$ cat config.mk
export PLATFORM = sky130hd
export DESIGN_NAME = fir_mac_engine_flat
export DESIGN_NICKNAME = d
export VERILOG_FILES = /design/src/rtl/fir_pkg.sv /design/src/rtl/fir_mac_engine_if.sv /design/src/rtl/tap_mult.sv /design/src/rtl/fir_mac_engine.sv /design/src/flat_wrapper.sv
export SDC_FILE = /design/constraint.sdc
export NUM_CORES = 1
export LEC_CHECK = 0
export ABC_AREA = 1
export CAP_MARGIN = 20
export CORE_AREA = 4 4 85 87
export CTS_BUF_LIST = sky130_fd_sc_hd__clkbuf_8
export DETAILED_ROUTE_END_ITERATION = 12
export DIE_AREA = 0 0 89 91
export HOLD_SLACK_MARGIN = 0.03
export MAX_ROUTING_LAYER = met4
export PLACE_DENSITY = 0.81
export RECOVER_POWER = 50
export SYNTH_ARGS = -nofsm -noshare
export SYNTH_HDL_FRONTEND = slang
export SYNTH_SLANG_ARGS = --single-unit
$ cat constraint.sdc
create_clock -name clk -period 4.7 [get_ports clk]
set_clock_uncertainty 0.1 [all_clocks]
set_input_delay 0.94 -clock clk [delete_from_list [all_inputs] [get_ports clk]]
set_output_delay 0.94 -clock clk [all_outputs]
set_load 0.02 [all_outputs]
$ cat src/rtl/fir_pkg.sv
// Shared definitions for the FIR multiply-accumulate engine.
//   fir_state_t  : engine FSM state encoding (IDLE, MAC, OUT)
//   FIR_DATA_W   : default sample / coefficient width
//   FIR_NTAPS    : default filter length
package fir_pkg;

    localparam int FIR_DATA_W = 4;
    localparam int FIR_NTAPS  = 4;

    typedef enum logic [1:0] {
        IDLE = 2'd0,
        MAC  = 2'd1,
        OUT  = 2'd2
    } fir_state_t;

endpackage

$ cat src/rtl/fir_mac_engine_if.sv
// Bundle of the sample-in, coefficient-write and result-out signals.
//   in_valid/in_data/in_ready      : sample stream into the engine
//   tap_we/tap_addr/tap_wdata      : coefficient write port
//   out_valid/out_data/out_ready   : filtered result stream
// master = the side that feeds samples/taps and consumes results,
// slave  = the engine itself.
interface fir_mac_engine_if
    import fir_pkg::*;
#(
    parameter int DATA_W = FIR_DATA_W,
    parameter int NTAPS  = FIR_NTAPS,
    parameter int ACC_W  = 2 * DATA_W + $clog2(NTAPS)
);
    logic                       in_valid;
    logic signed [DATA_W-1:0]   in_data;
    logic                       in_ready;
    logic                       tap_we;
    logic [$clog2(NTAPS)-1:0]   tap_addr;
    logic signed [DATA_W-1:0]   tap_wdata;
    logic                       out_valid;
    logic signed [ACC_W-1:0]    out_data;
    logic                       out_ready;

    modport master (
        output in_valid, in_data, tap_we, tap_addr, tap_wdata, out_ready,
        input  in_ready, out_valid, out_data
    );

    modport slave (
        input  in_valid, in_data, tap_we, tap_addr, tap_wdata, out_ready,
        output in_ready, out_valid, out_data
    );
endinterface

$ cat src/rtl/tap_mult.sv
// Combinational signed multiplier, DATA_W x DATA_W -> 2*DATA_W.
//   a, b : signed operands
//   p    : full-precision signed product
module tap_mult #(
    parameter int DATA_W = 4
) (
    input  logic signed [DATA_W-1:0]   a,
    input  logic signed [DATA_W-1:0]   b,
    output logic signed [2*DATA_W-1:0] p
);
    // Widen both operands first so the product is computed at full width.
    assign p = (2*DATA_W)'(a) * (2*DATA_W)'(b);
endmodule

$ cat src/rtl/fir_mac_engine.sv
// Time-multiplexed FIR filter: one multiply per cycle over NTAPS taps.
//   clk   : system clock, rising edge
//   reset : synchronous, active-low
//   bus   : fir_mac_engine_if.slave (sample in, tap write, result out)
// A sample accepted in IDLE is written into a circular delay line; MAC
// then walks k = 0..NTAPS-1 through a registered product stage, and OUT
// holds the accumulator until the downstream handshake.
module fir_mac_engine
    import fir_pkg::*;
#(
    parameter int DATA_W = FIR_DATA_W,
    parameter int NTAPS  = FIR_NTAPS,
    parameter int ACC_W  = 2 * DATA_W + $clog2(NTAPS)
) (
    input  logic           clk,
    input  logic           reset,
    fir_mac_engine_if.slave bus
);
    localparam int AW = $clog2(NTAPS);
    localparam int KW = $clog2(NTAPS) + 1;   // k must reach NTAPS for the drain step

    fir_state_t                 state_q, state_d;
    logic [AW-1:0]              wr_ptr_q, wr_ptr_d;
    logic [KW-1:0]              k_q, k_d;
    logic signed [ACC_W-1:0]    acc_q, acc_d;
    logic signed [2*DATA_W-1:0] prod_q, prod_d;
    logic                       out_valid_q, out_valid_d;
    logic signed [DATA_W-1:0]   taps_q [NTAPS];
    logic signed [DATA_W-1:0]   taps_d [NTAPS];
    logic signed [DATA_W-1:0]   hist_q [NTAPS];
    logic signed [DATA_W-1:0]   hist_d [NTAPS];

    logic [AW-1:0]              rd_ptr;
    logic signed [2*DATA_W-1:0] mult_p;
    logic signed [ACC_W-1:0]    prod_ext;

    // Newest sample sits at wr_ptr; x[n-k] is k entries behind it.
    assign rd_ptr   = wr_ptr_q - k_q[AW-1:0];
    assign prod_ext = ACC_W'(prod_q);

    tap_mult #(.DATA_W(DATA_W)) u_mult (
        .a (taps_q[k_q[AW-1:0]]),
        .b (hist_q[rd_ptr]),
        .p (mult_p)
    );

    always_comb begin
        state_d     = state_q;
        wr_ptr_d    = wr_ptr_q;
        k_d         = k_q;
        acc_d       = acc_q;
        prod_d      = mult_p;
        out_valid_d = out_valid_q;
        taps_d      = taps_q;
        hist_d      = hist_q;
        case (state_q)
            IDLE: begin
                if (bus.tap_we) begin
                    taps_d[bus.tap_addr] = bus.tap_wdata;
                end
                if (bus.in_valid) begin
                    hist_d[wr_ptr_q] = bus.in_data;
                    acc_d            = '0;
                    k_d              = '0;
                    state_d          = MAC;
                end
            end
            MAC: begin
                // Product for step k is registered, so it is summed one
                // cycle later; step k = NTAPS only drains the last product.
                k_d = k_q + KW'(1);
                if (k_q != '0) begin
                    acc_d = acc_q + prod_ext;
                end
                if (k_q == KW'(NTAPS)) begin
                    k_d         = '0;
                    state_d     = OUT;
                    out_valid_d = 1'b1;
                end
            end
            OUT: begin
                if (bus.out_ready) begin
                    state_d     = IDLE;
                    out_valid_d = 1'b0;
                    wr_ptr_d    = wr_ptr_q + AW'(1);
                end
            end
            default: begin
                state_d     = IDLE;
                out_valid_d = 1'b0;
            end
        endcase
    end

    always_ff @(posedge clk) begin
        if (!reset) begin
            state_q     <= IDLE;
            wr_ptr_q    <= '0;
            k_q         <= '0;
            acc_q       <= '0;
            prod_q      <= '0;
            out_valid_q <= 1'b0;
        end else begin
            state_q     <= state_d;
            wr_ptr_q    <= wr_ptr_d;
            k_q         <= k_d;
            acc_q       <= acc_d;
            prod_q      <= prod_d;
            out_valid_q <= out_valid_d;
        end
    end

    for (genvar gi = 0; gi < NTAPS; gi++) begin : g_store
        always_ff @(posedge clk) begin
            if (!reset) begin
                taps_q[gi] <= '0;
                hist_q[gi] <= '0;
            end else begin
                taps_q[gi] <= taps_d[gi];
                hist_q[gi] <= hist_d[gi];
            end
        end
    end

    assign bus.in_ready  = (state_q == IDLE);
    assign bus.out_valid = out_valid_q;
    assign bus.out_data  = acc_q;
endmodule

$ cat src/flat_wrapper.sv
// flat-port wrapper written by rule: the top's interface ports become plain ports
module fir_mac_engine_flat import fir_pkg::*;
#(
    parameter int DATA_W = FIR_DATA_W,
    parameter int NTAPS  = FIR_NTAPS,
    parameter int ACC_W  = 2 * DATA_W + $clog2(NTAPS)
)
  (clk, reset, bus_in_valid, bus_in_data, bus_tap_we, bus_tap_addr, bus_tap_wdata, bus_out_ready, bus_in_ready, bus_out_valid, bus_out_data);
  fir_mac_engine_if #(.DATA_W(DATA_W), .NTAPS(NTAPS), .ACC_W(ACC_W)) bus_i ();
  input  logic clk;
  input  logic reset;
  input wire logic [$bits(bus_i.in_valid)-1:0] bus_in_valid;
  input wire logic [$bits(bus_i.in_data)-1:0] bus_in_data;
  input wire logic [$bits(bus_i.tap_we)-1:0] bus_tap_we;
  input wire logic [$bits(bus_i.tap_addr)-1:0] bus_tap_addr;
  input wire logic [$bits(bus_i.tap_wdata)-1:0] bus_tap_wdata;
  input wire logic [$bits(bus_i.out_ready)-1:0] bus_out_ready;
  output wire logic [$bits(bus_i.in_ready)-1:0] bus_in_ready;
  output wire logic [$bits(bus_i.out_valid)-1:0] bus_out_valid;
  output wire logic [$bits(bus_i.out_data)-1:0] bus_out_data;
  assign bus_i.in_valid = bus_in_valid;
  assign bus_i.in_data = bus_in_data;
  assign bus_i.tap_we = bus_tap_we;
  assign bus_i.tap_addr = bus_tap_addr;
  assign bus_i.tap_wdata = bus_tap_wdata;
  assign bus_i.out_ready = bus_out_ready;
  assign bus_in_ready = bus_i.in_ready;
  assign bus_out_valid = bus_i.out_valid;
  assign bus_out_data = bus_i.out_data;
  fir_mac_engine #(.DATA_W(DATA_W), .NTAPS(NTAPS), .ACC_W(ACC_W)) u_core (.clk(clk), .reset(reset), .bus(bus_i));
endmodule
=== Word level (Yosys, flattened, before mapping) ===
Index checks and enable logic that the tools add are counted.

* Bitwise gates (word level): 5
* $add $sub $neg: 4
* Reduce and logical (&&, ||, !) cells: 12
* Multiplexer cells: 25
* $lt $le $gt $ge: 6
* Multiply operators: 1
* Equality and inequality tests: 7
* Shift operators: 0
* Divide/modulo/power cells: 0

{| class="wikitable"
|+ Operators with widths
! operator !! count
|-
| 16-bit bitwise mux || 2
|-
| 4-bit 2-to-1 mux || 6
|-
| 10-bit 2-to-1 mux || 2
|-
| 10-bit case mux with 2 select lines || 1
|-
| 4-bit binary-select mux with 2-bit select || 2
|-
| 4-bit demux with 2-bit select || 2
|-
| 3-bit >= comparator, second input constant || 4
|-
| 2-bit NOT with 3-bit output || 4
|-
| 10-bit by 8-bit adder with 10-bit output || 1
|-
| 3-bit AND reduction || 3
|-
| 4-bit by 4-bit multiplier with 8-bit output || 1
|-
| 2-bit AND reduction || 4
|-
| 3-bit by 1-bit < comparator with 1-bit output, second input constant || 2
|-
| 2-bit 2-to-1 mux || 3
|-
| 3-bit 2-to-1 mux || 2
|-
| 2-bit case mux with 3 select lines || 1
|-
| 3-bit case mux with 2 select lines || 1
|-
| 2-bit by 1-bit != test with 1-bit output, second input constant || 2
|-
| 2-bit != test, second input constant || 2
|-
| 3-bit by 1-bit adder with 3-bit output, second input constant || 1
|-
| 3-bit equality test, second input constant || 1
|-
| 1-bit case mux with 3 select lines || 1
|-
| 3-bit nonzero test || 1
|-
| 2-bit by 1-bit adder with 2-bit output, second input constant || 1
|-
| 8 further kinds || 10
|}

* Bits in latches: 0
* Input port bits: 15
* Memories: 0
* Bits in writable memories: 0
* ROM bits: 0
* Flip-flop bits (word level): 58
* Logic and storage cells: 74

=== Depth between registers and ports, before layout ===
* Depth in word-level cells: 6
* Mapped depth: 24
* Mapped depth without buffers: 24

=== Modules after synthesis ===
Synthesis repeated with hierarchy kept, for this count alone.

* Cells, all modules: 479
* Area, all modules: 3490.8 µm²

{| class="wikitable"
|+ By module, submodules not included
! module !! cells an instance !! seq. area each (µm²) !! area each (µm²) !! instances
|-
| fir_mac_engine || 392 || 1161.1 || 2885.3 || 1
|-
| tap_mult || 87 || 0.0 || 605.6 || 1
|}

=== Worst setup path after synthesis ===
OpenSTA, ideal clock, no wires.

* Kind: register to register
* Start point: register u_core.wr_ptr_q[0]
* End point: register u_core.prod_q[7]
* Path slack: 405 ps
* Stages on the path, launching flop included: 20
* Data required time: 4486 ps
* Arrival time: 4081 ps
* Library setup time: 114 ps
* Cell sequence: dfxtp_1 -> inv_1 -> ha_1 -> clkbuf_1 -> o21ai_0 -> nand2_1 -> nand3_1 -> fa_1 -> fa_1 -> fa_1 -> inv_1 -> ha_1 -> fa_1 -> nand2_1 -> nand2_1 -> a21oi_1 -> nand3b_1 -> nand2_1 -> nor2_1 -> nor2_2

* Word-level cells in the longest chain between the ends: 6

{| class="wikitable"
|+ Ends and longest elaborated chain
! item !! RTL line !! RTL
|-
| from (decl) || fir_mac_engine.sv:23 || <nowiki>logic [AW-1:0] wr_ptr_q, wr_ptr_d;</nowiki>
|-
| from (signal assigned) || fir_mac_engine.sv:105 || <nowiki>wr_ptr_q <= wr_ptr_d;</nowiki>
|-
| 2-bit subtractor || fir_mac_engine.sv:38 || <nowiki>assign rd_ptr = wr_ptr_q - k_q[AW-1:0];</nowiki>
|-
| 2-bit NOT with 3-bit output (not written as such) || fir_mac_engine.sv:43 || <nowiki>.b (hist_q[rd_ptr]),</nowiki>
|-
| 4-bit binary-select mux with 2-bit select || fir_mac_engine.sv:43 ||
|-
| 4-bit 2-to-1 mux (not written as such) (2 in a row) || fir_mac_engine.sv:43 ||
|-
| 4-bit by 4-bit multiplier with 8-bit output || tap_mult.sv:12 || <nowiki>assign p = (2*DATA_W)'(a) * (2*DATA_W)'(b);</nowiki>
|-
| to (signal assigned) || fir_mac_engine.sv:108 || <nowiki>prod_q <= prod_d;</nowiki>
|-
| to (decl) || fir_mac_engine.sv:26 || <nowiki>logic signed [2*DATA_W-1:0] prod_q, prod_d;</nowiki>
|}

Every way passes these cells. The select of a mux whose other input is x is not followed.
A chain may end at the register's enable or synchronous reset.

=== Final worst setup path ===
* Start point: register u_core.k_q[0]
* End point: register u_core.prod_q[7]

* Word-level cells in the longest chain between the ends: 6

{| class="wikitable"
|+ Ends and longest elaborated chain
! item !! RTL line !! RTL
|-
| from (decl) || fir_mac_engine.sv:24 || <nowiki>logic [KW-1:0] k_q, k_d;</nowiki>
|-
| from (signal assigned) || fir_mac_engine.sv:106 || <nowiki>k_q <= k_d;</nowiki>
|-
| 2-bit subtractor || fir_mac_engine.sv:38 ||
|-
| 2-bit NOT with 3-bit output (not written as such) || fir_mac_engine.sv:43 ||
|-
| 4-bit binary-select mux with 2-bit select || fir_mac_engine.sv:43 ||
|-
| 4-bit 2-to-1 mux (not written as such) (2 in a row) || fir_mac_engine.sv:43 ||
|-
| 4-bit by 4-bit multiplier with 8-bit output (*) || tap_mult.sv:12 ||
|}

Every way passes the cells marked *; elsewhere a longest branch is shown, timed or not. The select of a mux whose other input is x is not followed.

==> metrics.md <==
| Metric | Value |
|---|---|
| IO buf count | 26 |
| CTS root buf | clkbuf_8 |
| Vias/cell | 5.25 |
| Avg Cell Area, Syn | 7.36 µm² |
| CP startpoint kind | register |
| Count leader, synth | nand2_1 |
| Wirelength per Cell | 12.8 µm |
| DR vias | 3074 |
| Flop2flop setup slack | 0.28 ns |
| Hold Startpoint | u_core.taps_q[2] |
| Diodes inserted | 0 |
| Die area | 0.00810 mm² |
| Vert. Die Dim | 91 µm |
| Maximum clock path buffer count | 2 |
| WHS Endpoint | u_core.taps_q[2] |
| Layout cells sized above 1 | 0.0728 |
| Slew headroom | 0.471 |
| Overflow after GRT | 0 |
| Initial Util | 0.552 |
| Peak Freq | 226 MHz |
| Hold Path Depth | 2 |
| Nets | 558 |
| Largest area contributor in the netlist | dfxtp_1 |
| Final core occ | 0.627 |
| Critical path data required time | 4.84 ns |
| Synthesized cell area | 0.00350 mm² |
| Syn nets | 529 |
| Most used routing layer | met2 |
| Number of remaining DRC errors | 0 |
| Met2 usage | 0.329 |
| Drt initial violations | 161 |
| Crit share post-route | 0.941 |
| Final Max Slew Viols | 0 |
| Clk Latency, worst-skew pair | 0.34 ns |
| Clk pin slew, worst setup/hold paths | 0.07 ns |
| Drt first pass iters | 4 |
| Vias in the first global route | 2960 |
| H-tree levels | 3 |
| Fin crit period | 4.42 ns |
| Setup violations, final | 0 |
| P_leak | 1.84 nW |
| Chip Width | 89 µm |
| Final setup margin | 0.275 ns |
| Worst R2R End | u_core.prod_q[7] |
| Rows | 29 |
| Fin. Hold Viols | 0 |
| Top_reg_cell synth | dfxtp_1 |
| Worst Path Arrival | 4.56 ns |
| Number of flops mapped to enable cells by yosys | 0 |
| Largest cells by area after synthesis | dfxtp_1, nand2_1, ha_1 |
| Post-synth top cells | nand2_1, inv_1, a21oi_1 |
| DRT antenna net count | 0 |
| Worst Max-Slew Pin Slew | 0.790 ns |
| Sequential fraction of the synthesis area | 0.331 |
| Post-Route WL | 7500 µm |
| CTS sink count | 58 |
| Largest net degree at the start of global routing | 37 |
| Area share of the largest cell type after synthesis | 0.331 |
| Routing usage on met3 | 0.0462 |
| Crit. End Element | register |
| Register bit total from synthesis | 58 |
| Cell variety after synth | 36 |
| Global placer's final weighted congestion | 0.868 |
| IO Pins | 27 |
| Gr usage total | 0.203 |
| Max-cap viol count | 0 |
| Setup_tns | 0 ns |
| Area growth syn-to-layout | 13.6% |
| Total CTS buffers | 9 |
| WS Path Type | register to register |
| Critical path peak fanout | 15 |
| Setup slack at placement | 0.270 ns |
| HPWL Detailed | 5690 µm |
| CTS tree | built |
| Async SR Flop Fraction | 0 |
| Initial antenna violation count | 0 |
| VDD IR max | 221 µV |
| # Post-CTS Setup Buffers | 0 |
| Hold crit path type | register to register |
| Status | complete, no violations |
| PD cells | 352 mW/mm² |
| Synthesized instance count | 476 |
| FF-to-FF path depth | 18 |
| Core Region | 0.00635 mm² |
| FF-to-FF Start | u_core.k_q[0] |
| Met1 Use GR | 0.245 |
| Ys Warns | 0 |
| RSZ-0062 raised after global routing | false |
| First-pass GRT wire length | 12700 µm |
## flip-flops by register name, summed over array words and instances, names as in the netlist
| signal | count |
|---|---|
| u_core.bus.out_data | 10 |
| u_core.bus.out_valid | 1 |
| u_core.hist_q | 16 |
| u_core.k_q | 3 |
| u_core.prod_q | 8 |
| u_core.state_q | 2 |
| u_core.taps_q | 16 |
| u_core.wr_ptr_q | 2 |
## through the flow
step	area (µm²)	hold WS [ns]	std cells	total power (W)
2_1_floorplan	3500	0.324	476	0.000894
3_3_place_gp	3820	0.339	571	0.000971
3_5_place_dp	3820	0.346	571	0.000990
4_1_cts	4000	0.357	585	0.00141
5_1_grt	3980	0.382	585	0.00150
6_report	3980	0.355	585	0.00140
## worst max-delay path: stages, from the launching register on
cell and delay (ns):
dfxtp_1 0.47, inv_2 0.17, o21ai_1 0.14, a21oi_1 0.05, a21oi_1 0.34, nand3_1 0.17
fa_1 0.58, fa_1 0.44, fa_1 0.54, inv_1 0.04, ha_1 0.21, fa_1 0.40
nand2_1 0.08, nand2_1 0.04, a21oi_1 0.15, nand3b_1 0.12, nand2_1 0.08, nor2_1 0.13
nor2_2 0.05
## how the worst max path moves through the flow
stage | start | endpoint | slack (ns) | cells past startpoint
detailed placement | u_core.wr_ptr_q[0] | u_core.prod_q[7] | 0.27 | 18
global route | u_core.k_q[0] | u_core.prod_q[7] | 0.03 | 18
floorplan | u_core.wr_ptr_q[0] | u_core.prod_q[7] | 0.41 | 19
finish | u_core.k_q[0] | u_core.prod_q[7] | 0.28 | 18
CTS | u_core.wr_ptr_q[0] | u_core.prod_q[7] | 0.28 | 18
global placement | u_core.wr_ptr_q[0] | u_core.prod_q[7] | 0.41 | 18
## power breakdown
group | total, W | switching [W] | internal (W)
Combinational | 0.000428 | 0.000262 | 0.000165
Sequential | 0.000550 | 0.0000208 | 0.000530
Clock | 0.000421 | 0.000194 | 0.000228
## cells in the final DEF, fill, tap and decap left out, drive strengths merged, types with 3 or more instances in the layout
cell,netlist,routed
dfxtp,58,58
inv,70,68
fa,11,11
clkinv,2,5
nor3,3,3
ha,27,27
nand3b,4,4
dlygate4sd3,0,4
nor2,42,42
o21ai,46,46
nand3,31,31
nand4,3,3
clkdlybuf4s50,0,22
clkbuf,5,12
nand2,99,99
a21oi,60,60
## metal layers
metal | wire [µm] | part of all wire
met2 | 3630 | 0.48
met3 | 445 | 0.059
met5 | 0 | 0
met1 | 3300 | 0.44
met4 | 129 | 0.017
## cell type report
type	count	area (µm²)
clock buffers	12	165
clock inverters	2	12.5
fillers	549	2370
inverters	72	274
multi-input cells	337	2000
flip-flops and latches	58	1160
well taps	77	96.3
repair buffers	27	268
## timing repair
action | 4_1_cts | 5_1_grt
resized for setup | 0 | 1
hold buffers | 0 | 0
setup endpoints to repair | 0 | 1
## logic make-up (layout without fill, tap and decap cells)
logic type	count (synthesis)	after routing	share of synthesized area
AOI/OAI and AO/OA	111	111	0.165
and+or+nand+nor	184	184	0.243
xor gates and xnor gates	4	4	0.0100
buffers and inverters	81	113	0.0918
adders and majority gates	38	38	0.159
DFF	58	58	0.331
Note: power is estimated with default switching activity, not from simulation.
